$ cat src/rtl/mdp3_msg_parser.sv
// MDP3 byte-stream message collector with length check and field extraction.
// Optional MDP3_MSG_COUNTERS_EN adds saturating good/error frame counters.
module mdp3_msg_parser #(
  parameter int MSG_BYTES   = 37,
  parameter int ENTRIES_IDX = 11,
  parameter int ACTION_IDX  = 12,
  parameter int TYPE_IDX    = 13,
  parameter int ORDERS_IDX  = 32
) (
  input  logic                   clk,
  input  logic                   reset,
  input  logic                   in_valid,
  input  logic                   in_sop,
  input  logic                   in_eop,
  input  logic [7:0]             in_data,
  output logic                   in_ready,
  output logic                   out_valid,
  input  logic                   out_ready,
  output logic [8*MSG_BYTES-1:0] out_msg,
  output logic [7:0]             out_num_md_entries,
  output logic [7:0]             out_md_update_action,
  output logic [7:0]             out_md_entry_type,
  output logic [7:0]             out_num_orders,
  output logic [15:0]            msg_count,
  output logic [15:0]            err_count
);

  localparam int W = 8 * MSG_BYTES;
  localparam logic [5:0] LAST = 6'(MSG_BYTES - 1);

  typedef enum logic [1:0] {
    S_IDLE,
    S_COLLECT,
    S_DISCARD,
    S_HOLD
  } state_t;

  state_t         state_q, state_d;
  logic [5:0]     idx_q, idx_d;
  logic [W-1:0]   buf_q, buf_d;
  logic [W-1:0]   msg_q, msg_d;
  logic [W-1:0]   buf_wr;
  logic [5:0]     wpos;
  logic           acc;
  logic           msg_ev;
  logic           err_ev;

  assign in_ready  = (state_q != S_HOLD);
  assign out_valid = (state_q == S_HOLD);
  assign acc       = in_valid && in_ready;
  assign wpos      = in_sop ? 6'd0 : idx_q;

  // Current byte merged into the collect buffer at its frame position
  always_comb begin
    buf_wr = buf_q;
    for (int i = 0; i < MSG_BYTES; i++) begin
      if (wpos == i[5:0]) buf_wr[W-8-8*i +: 8] = in_data;
    end
  end

  always_comb begin
    state_d = state_q;
    idx_d   = idx_q;
    buf_d   = buf_q;
    msg_d   = msg_q;
    msg_ev  = 1'b0;
    err_ev  = 1'b0;
    unique case (state_q)
      S_IDLE: begin
        if (acc && in_sop) begin
          if (in_eop) begin
            err_ev = 1'b1;
          end else begin
            buf_d   = buf_wr;
            idx_d   = 6'd1;
            state_d = S_COLLECT;
          end
        end
      end
      S_COLLECT: begin
        if (acc) begin
          if (in_sop) begin
            err_ev = 1'b1;
            if (in_eop) begin
              idx_d   = 6'd0;
              state_d = S_IDLE;
            end else begin
              buf_d = buf_wr;
              idx_d = 6'd1;
            end
          end else if (in_eop) begin
            idx_d = 6'd0;
            if (idx_q == LAST) begin
              msg_d   = buf_wr;
              msg_ev  = 1'b1;
              state_d = S_HOLD;
            end else begin
              err_ev  = 1'b1;
              state_d = S_IDLE;
            end
          end else if (idx_q == LAST) begin
            err_ev  = 1'b1;
            idx_d   = 6'd0;
            state_d = S_DISCARD;
          end else begin
            buf_d = buf_wr;
            idx_d = idx_q + 6'd1;
          end
        end
      end
      S_DISCARD: begin
        if (acc) begin
          if (in_eop) begin
            state_d = S_IDLE;
          end else if (in_sop) begin
            buf_d   = buf_wr;
            idx_d   = 6'd1;
            state_d = S_COLLECT;
          end
        end
      end
      S_HOLD: begin
        if (out_ready) state_d = S_IDLE;
      end
      default: state_d = S_IDLE;
    endcase
  end

  always_ff @(posedge clk) begin
    if (reset) begin
      state_q <= S_IDLE;
      idx_q   <= '0;
      buf_q   <= '0;
      msg_q   <= '0;
    end else begin
      state_q <= state_d;
      idx_q   <= idx_d;
      buf_q   <= buf_d;
      msg_q   <= msg_d;
    end
  end

  assign out_msg              = msg_q;
  assign out_num_md_entries   = msg_q[W-8-8*ENTRIES_IDX +: 8];
  assign out_md_update_action = msg_q[W-8-8*ACTION_IDX +: 8];
  assign out_md_entry_type    = msg_q[W-8-8*TYPE_IDX +: 8];
  assign out_num_orders       = msg_q[W-8-8*ORDERS_IDX +: 8];

`ifdef MDP3_MSG_COUNTERS_EN
  logic [15:0] msg_cnt_q, msg_cnt_d;
  logic [15:0] err_cnt_q, err_cnt_d;

  always_comb begin
    msg_cnt_d = msg_cnt_q;
    err_cnt_d = err_cnt_q;
    if (msg_ev && msg_cnt_q != 16'hFFFF) msg_cnt_d = msg_cnt_q + 16'd1;
    if (err_ev && err_cnt_q != 16'hFFFF) err_cnt_d = err_cnt_q + 16'd1;
  end

  always_ff @(posedge clk) begin
    if (reset) begin
      msg_cnt_q <= '0;
      err_cnt_q <= '0;
    end else begin
      msg_cnt_q <= msg_cnt_d;
      err_cnt_q <= err_cnt_d;
    end
  end

  assign msg_count = msg_cnt_q;
  assign err_count = err_cnt_q;
`else
  logic unused_ev;
  assign unused_ev = msg_ev ^ err_ev;
  assign msg_count = '0;
  assign err_count = '0;
`endif

endmodule

$ cat config.mk
export PLATFORM = sky130hd
export DESIGN_NAME = mdp3_msg_parser
export DESIGN_NICKNAME = d
export VERILOG_FILES = /design/src/rtl/mdp3_msg_parser.sv
export SDC_FILE = /design/constraint.sdc
export NUM_CORES = 1
export LEC_CHECK = 0
export CAP_MARGIN = 10
export CORE_ASPECT_RATIO = 1.4
export CORE_MARGIN = 3
export CORE_UTILIZATION = 53
export DETAILED_ROUTE_END_ITERATION = 10
export GPL_ROUTABILITY_DRIVEN = 0
export GPL_TIMING_DRIVEN = 0
export PLACE_DENSITY = 0.78
export SLEW_MARGIN = 20
export SYNTH_ARGS = -nofsm -noshare
export SYNTH_HDL_FRONTEND = slang
export SYNTH_SLANG_ARGS = --single-unit
$ cat constraint.sdc
create_clock -name clk -period 2.6 [get_ports clk]
set_input_delay 0.39 -clock clk [delete_from_list [all_inputs] [get_ports clk]]
set_output_delay 0.39 -clock clk [all_outputs]
set_load 0.1 [all_outputs]
# Word-level counts from Yosys, hierarchy flattened
# Cells that the tools add are included.
[totals]
ff_bits = 600
inputBits = 14
output_inout_bits = 362
[classes]
n_reduce_logical = 9
bitwise_logic = 1
muxes = 72
add_sub_neg = 1
n_eq_ne = 53
[op_table]
columns = ["op", "count"]
rows = [
  ["$mux W296", 9],
  ["$pmux W296 S3", 1],
  ["$mux W8", 37],
  ["$eq A6 B5 Y1 const B", 16],
  ["$mux W6", 10],
  ["$eq A6 B4 Y1 const B", 8],
  ["$eq A6 B6 Y1 const B", 6],
  ["$eq A6 B3 Y1 const B", 4],
  ["$mux W2", 12],
  ["$pmux W6 S3", 1],
  ["$reduce_and A8 Y1", 2],
  ["$ne A3 B3 Y1 const B", 5],
  ["$ne A2 B2 Y1 const B", 7],
  ["$eq A6 B2 Y1 const B", 2],
  ["$pmux W2 S4", 1],
  ["$reduce_and A7 Y1", 1],
  ["$add A6 B1 Y6 const B", 1],
  ["$eq A6 B1 Y1 const B", 1],
  ["$logic_not A6 Y1", 1],
  ["$reduce_and A5 Y1", 1],
  ["$eq A2 B2 Y1 const B", 2],
  ["$reduce_bool A3 Y1", 1],
  ["$eq A2 B1 Y1 const B", 1],
  ["$logic_and A1 B1 Y1", 2],
  ["4 further kinds", 4],
]

# Longest topological paths before layout
[depth]
word_depth = 8
mapped_depth = 9
depth_no_buf = 7

# Worst setup path after synthesis
# No wires, ideal clock.
[synth_path]
kind = "register to register"
start = "register state_q[0]"
end = "register state_q[0]"
stages_incl_launch_ff = 7
period_less_slack_ns = 2.631
path_buffers = 0
setup_ns = 0.128
setup_slack_ns = -0.031
arrival_time_ns = 2.503
cell_sequence = "dfxtp_1 ha_1 inv_1 o2bb2ai_1 a311oi_1 mux2i_1 nor2_1"
[synth_rtl]
columns = ["element", "line_no", "text"]
rows = [
  ["start, declared", "38", "state_t state_q, state_d;"],
  ["start signal, assigned", "136", "state_q <= state_d;"],
  ["$eq A2 B2 Y1 (*)", "n/a", ""],
  ["named net out_valid", "17", "output logic out_valid,"],
  ["$ne A2 B1 Y1 (no line)", "n/a", ""],
  ["$reduce_and A8 Y1 (no line)", "n/a", ""],
]
# The timed path passes the listed nets; every way through them passes the cells marked *.
# A chain may end at the register's enable or synchronous reset.

# Final worst setup path
[layout_path]
start = "register msg_q[81] (netlist: out_msg[81])"
end = "output out_msg[81]"
[layout_rtl]
columns = ["element", "line_no", "text"]
rows = [
  ["start, declared", "41", "logic [W-1:0] msg_q, msg_d;"],
  ["start signal, assigned", "139", "msg_q <= msg_d;"],
  ["end, declared", "19", "output logic [8*MSG_BYTES-1:0] out_msg,"],
]
# No word-level cell between the ends.

==> key figures <==
Outcome
  • Status: finished clean

Timing
  • Post-Route Skew: 14.1 ps
  • RSZ-0062 raised after global routing: true
  • Total negative slack: 0 ps
  • Max-slew violation count: 0
  • Worst Tran Pin Value: 1140 ps
  • Clock period minus worst slack: 2580 ps
  • Final hold viol count: 0
  • Period utilisation layout: 99.4%
  • Top achievable clock speed: 387 MHz
  • # setup viols final: 0
  • Relative slew slack: 23.8%

Global routing
  • First-pass GRT wire length: 120000 um
  • Global Route Usage Sum: 32.9%
  • Number of global-route vias before repair: 21000
  • Initial antenna violation count: 0
  • Largest net degree at the start of global routing: 16
  • GR Overflow Total: 0

Synthesis
  • Compound-Gate Fraction of Synth Area: 23.6%
  • Ranking of synthesized cells by area: dfxtp_1, o2bb2ai_1, a311oi_1
  • Post-synthesis mux area share: 2.50%
  • Yosys warns: 0
  • Seq cells post-synth: 600
  • Synthesized cell area: 0.0232 mm^2
  • Simple-gate share of the synthesized area: 15.3%
  • Synth Instances: 2527
  • Ys async rst share: 0%
  • Netlist cell types: 53
  • Most common cell in the netlist: dfxtp_1
  • Main synth FF type: dfxtp_1
  • Yosys top cell area share: 51.7%
  • Register area share after synthesis: 51.7%
  • Post-Synth Adder-Cell Area: 0.323%
  • Syn avg cell area: 9.19 um^2
  • Main combinational cell family by area after synthesis: compound AO/OA/AOI/OAI gates
  • Synth Area in XOR/XNOR: 0%
  • Cell taking the most area after synthesis: dfxtp_1
  • Post-synth EDFFs: 0
  • Commonest cells in the netlist: dfxtp_1, nand2_1, nor2_1, o2bb2ai_1, a311oi_1

Floorplan
  • Die height: 254 um
  • FP Rows: 90
  • Initial core utilization: 53.7%
  • Ports: 376
  • Die area: 0.0464 mm^2
  • Die Wd: 183 um
  • Placeable Area: 0.0432 mm^2

Setup path
  • Crit Path Category: reg2out
  • CP max stage delay: 1170 ps
  • CP delay by family, top: buffers and inverters
  • CP Capture Type: output pin
  • Cell Chain, Critical Path: clkdlybuf4s50_1
  • Startpoint types: flip-flop
  • Arr. time, crit path: 2190 ps
  • WP data required: 2210 ps
  • CP max stage cell: clkdlybuf4s50_1
  • Buffer and inverter count on the worst path: 1
  • Worst-path maximum fanout: 2

Finish
  • Nets@finish: 2973
  • Fill cell count: 3378
  • Layout cells sized above 1: 10.9%
  • Synth-to-layout area growth: 28.3%
  • End-of-flow core utilization: 68.9%
  • Post-route cell area: 0.0298 mm^2
  • Ant diodes: 0
  • Final cell count without fillers: 3549

Flow run
  • MaxCap Viol Count: 0

Route
  • DR WL/cell: 22.6 um
  • Vias post-DR: 21600
  • Drt initial violations: 1738
  • First-pass DRT Iterations: 6
  • Final WL: 80200 um
  • DR vias/cell: 6.08
  • DRC Markers: 0
  • Post-route ant nets: 0

Power
  • Max IR drop VDD: 0.527 mV
  • Leakage: 10.1 nW
  • Pwr dens: 628 mW/mm^2
  • Pwr Total: 18.7 mW

CTS
  • Clock sink total: 600
  • CTS tree: done
  • CTS root buffer: clkbuf_16
  • Max clock buf depth: 3
  • Clk_lat worst skew: 590 ps
  • H-Tree Depth: 2
  • Clock-pin transition on the worst setup and hold timing paths: 70 ps
  • TritonCTS Buffers: 53
  • Hold buffer count at CTS: 0

Place
  • Placed cell area: 0.0275 mm^2
  • Detailed Place HPWL: 55200 um
  • PortBufs: 334
  • Placed Instances: 3448

Hold path
  • Worst Hold Class: in2reg
final cells by class:
class / instances / area, um^2 / share of cell area [%]
repair buffers: 342 / 3450 / 11.6
well taps: 552 / 691 / 2.32
plain buffers: 287 / 1610 / 5.39
clock buffers: 78 / 1560 / 5.24
multi-input cells: 1640 / 10100 / 33.7
clock inverters: 21 / 315 / 1.06
flip-flops and latches: 600 / 12000 / 40.3
inverters: 29 / 113 / 0.378
routing by layer:
layer | global-route usage [%] | part of all wire, % | up-vias
li1 | - | - | 9890
met1 | 39.6 | 38 | 10200
met2 | 54.9 | 47 | 1193
met3 | 6.27 | 8.4 | 292
met4 | 19.1 | 6.4 | 0
met5 | 0 | 0 | -
state kept, by name, summed over array words and instances, names as in the netlist:
register / cells
buf_q: 296
out_msg: 296
idx_q: 6
state_q: 2
worst paths after layout:
check             slack [ps]                         to                startpoint  cells after the start
setup / recovery          20                out_msg[81]  out_msg[81]$_SDFFE_PP0P_                      1
hold / removal           430  out_msg[232]$_SDFFE_PP0P_                in_data[0]                      3
setup reg to reg          40  out_msg[190]$_SDFFE_PP0P_     idx_q[2]$_SDFFE_PP0P_                      6
hold reg to reg          460    buf_q[287]$_SDFFE_PP0P_   buf_q[287]$_SDFFE_PP0P_                      1
cells by family after synthesis:
logic type / Yosys count
adder cells (fa/ha/maj): 6
AO/OA/AOI/OAI: 653
buffers and inverters: 318
multiplexers: 58
AND/OR/NAND/NOR: 891
flip-flops: 600
other: 1
report_power, final:
| group | total, mW | leakage, nW | internal, mW | switching (mW) |
|---|---|---|---|---|
| Clock | 8.50 | 0.926 | 4.97 | 3.54 |
| Combinational | 1.02 | 4.32 | 0.200 | 0.822 |
| Sequential | 9.20 | 4.83 | 9.20 | 0.00757 |
| Total | 18.7 | 10.1 | 14.4 | 4.36 |
placed cells by master (no fill, tap or decap), types with 54 or more instances in the layout:
cell type | netlist | layout
mux2i_1 | 58 | 58
a311oi_1 | 241 | 241
buf_4 | 64 | 82
nand2_1 | 525 | 516
clkbuf_16 | 0 | 55
buf_2 | 67 | 54
dfxtp_1 | 600 | 600
clkdlybuf4s50_1 | 0 | 303
o2bb2ai_1 | 289 | 289
a211oi_1 | 57 | 57
nor2_1 | 304 | 304
clkbuf_1 | 155 | 130
through the flow:
step | setup slack, ps | hold slack, ps
2_1_floorplan | 335 | 432
3_3_place_gp | -1560 | 443
3_5_place_dp | -767 | 446
4_1_cts | -2.83 | 419
5_1_grt | -30.0 | 439
6_report | 16.7 | 433
repair_timing:
action / in CTS / in global routing
setup endpoints to repair: 582 / 550
resized for setup: 120 / 69
setup buffers: 1 / 3
pin swaps: 1 / 1
gates cloned: 0 / 0
(Power assumes the default switching activity.)
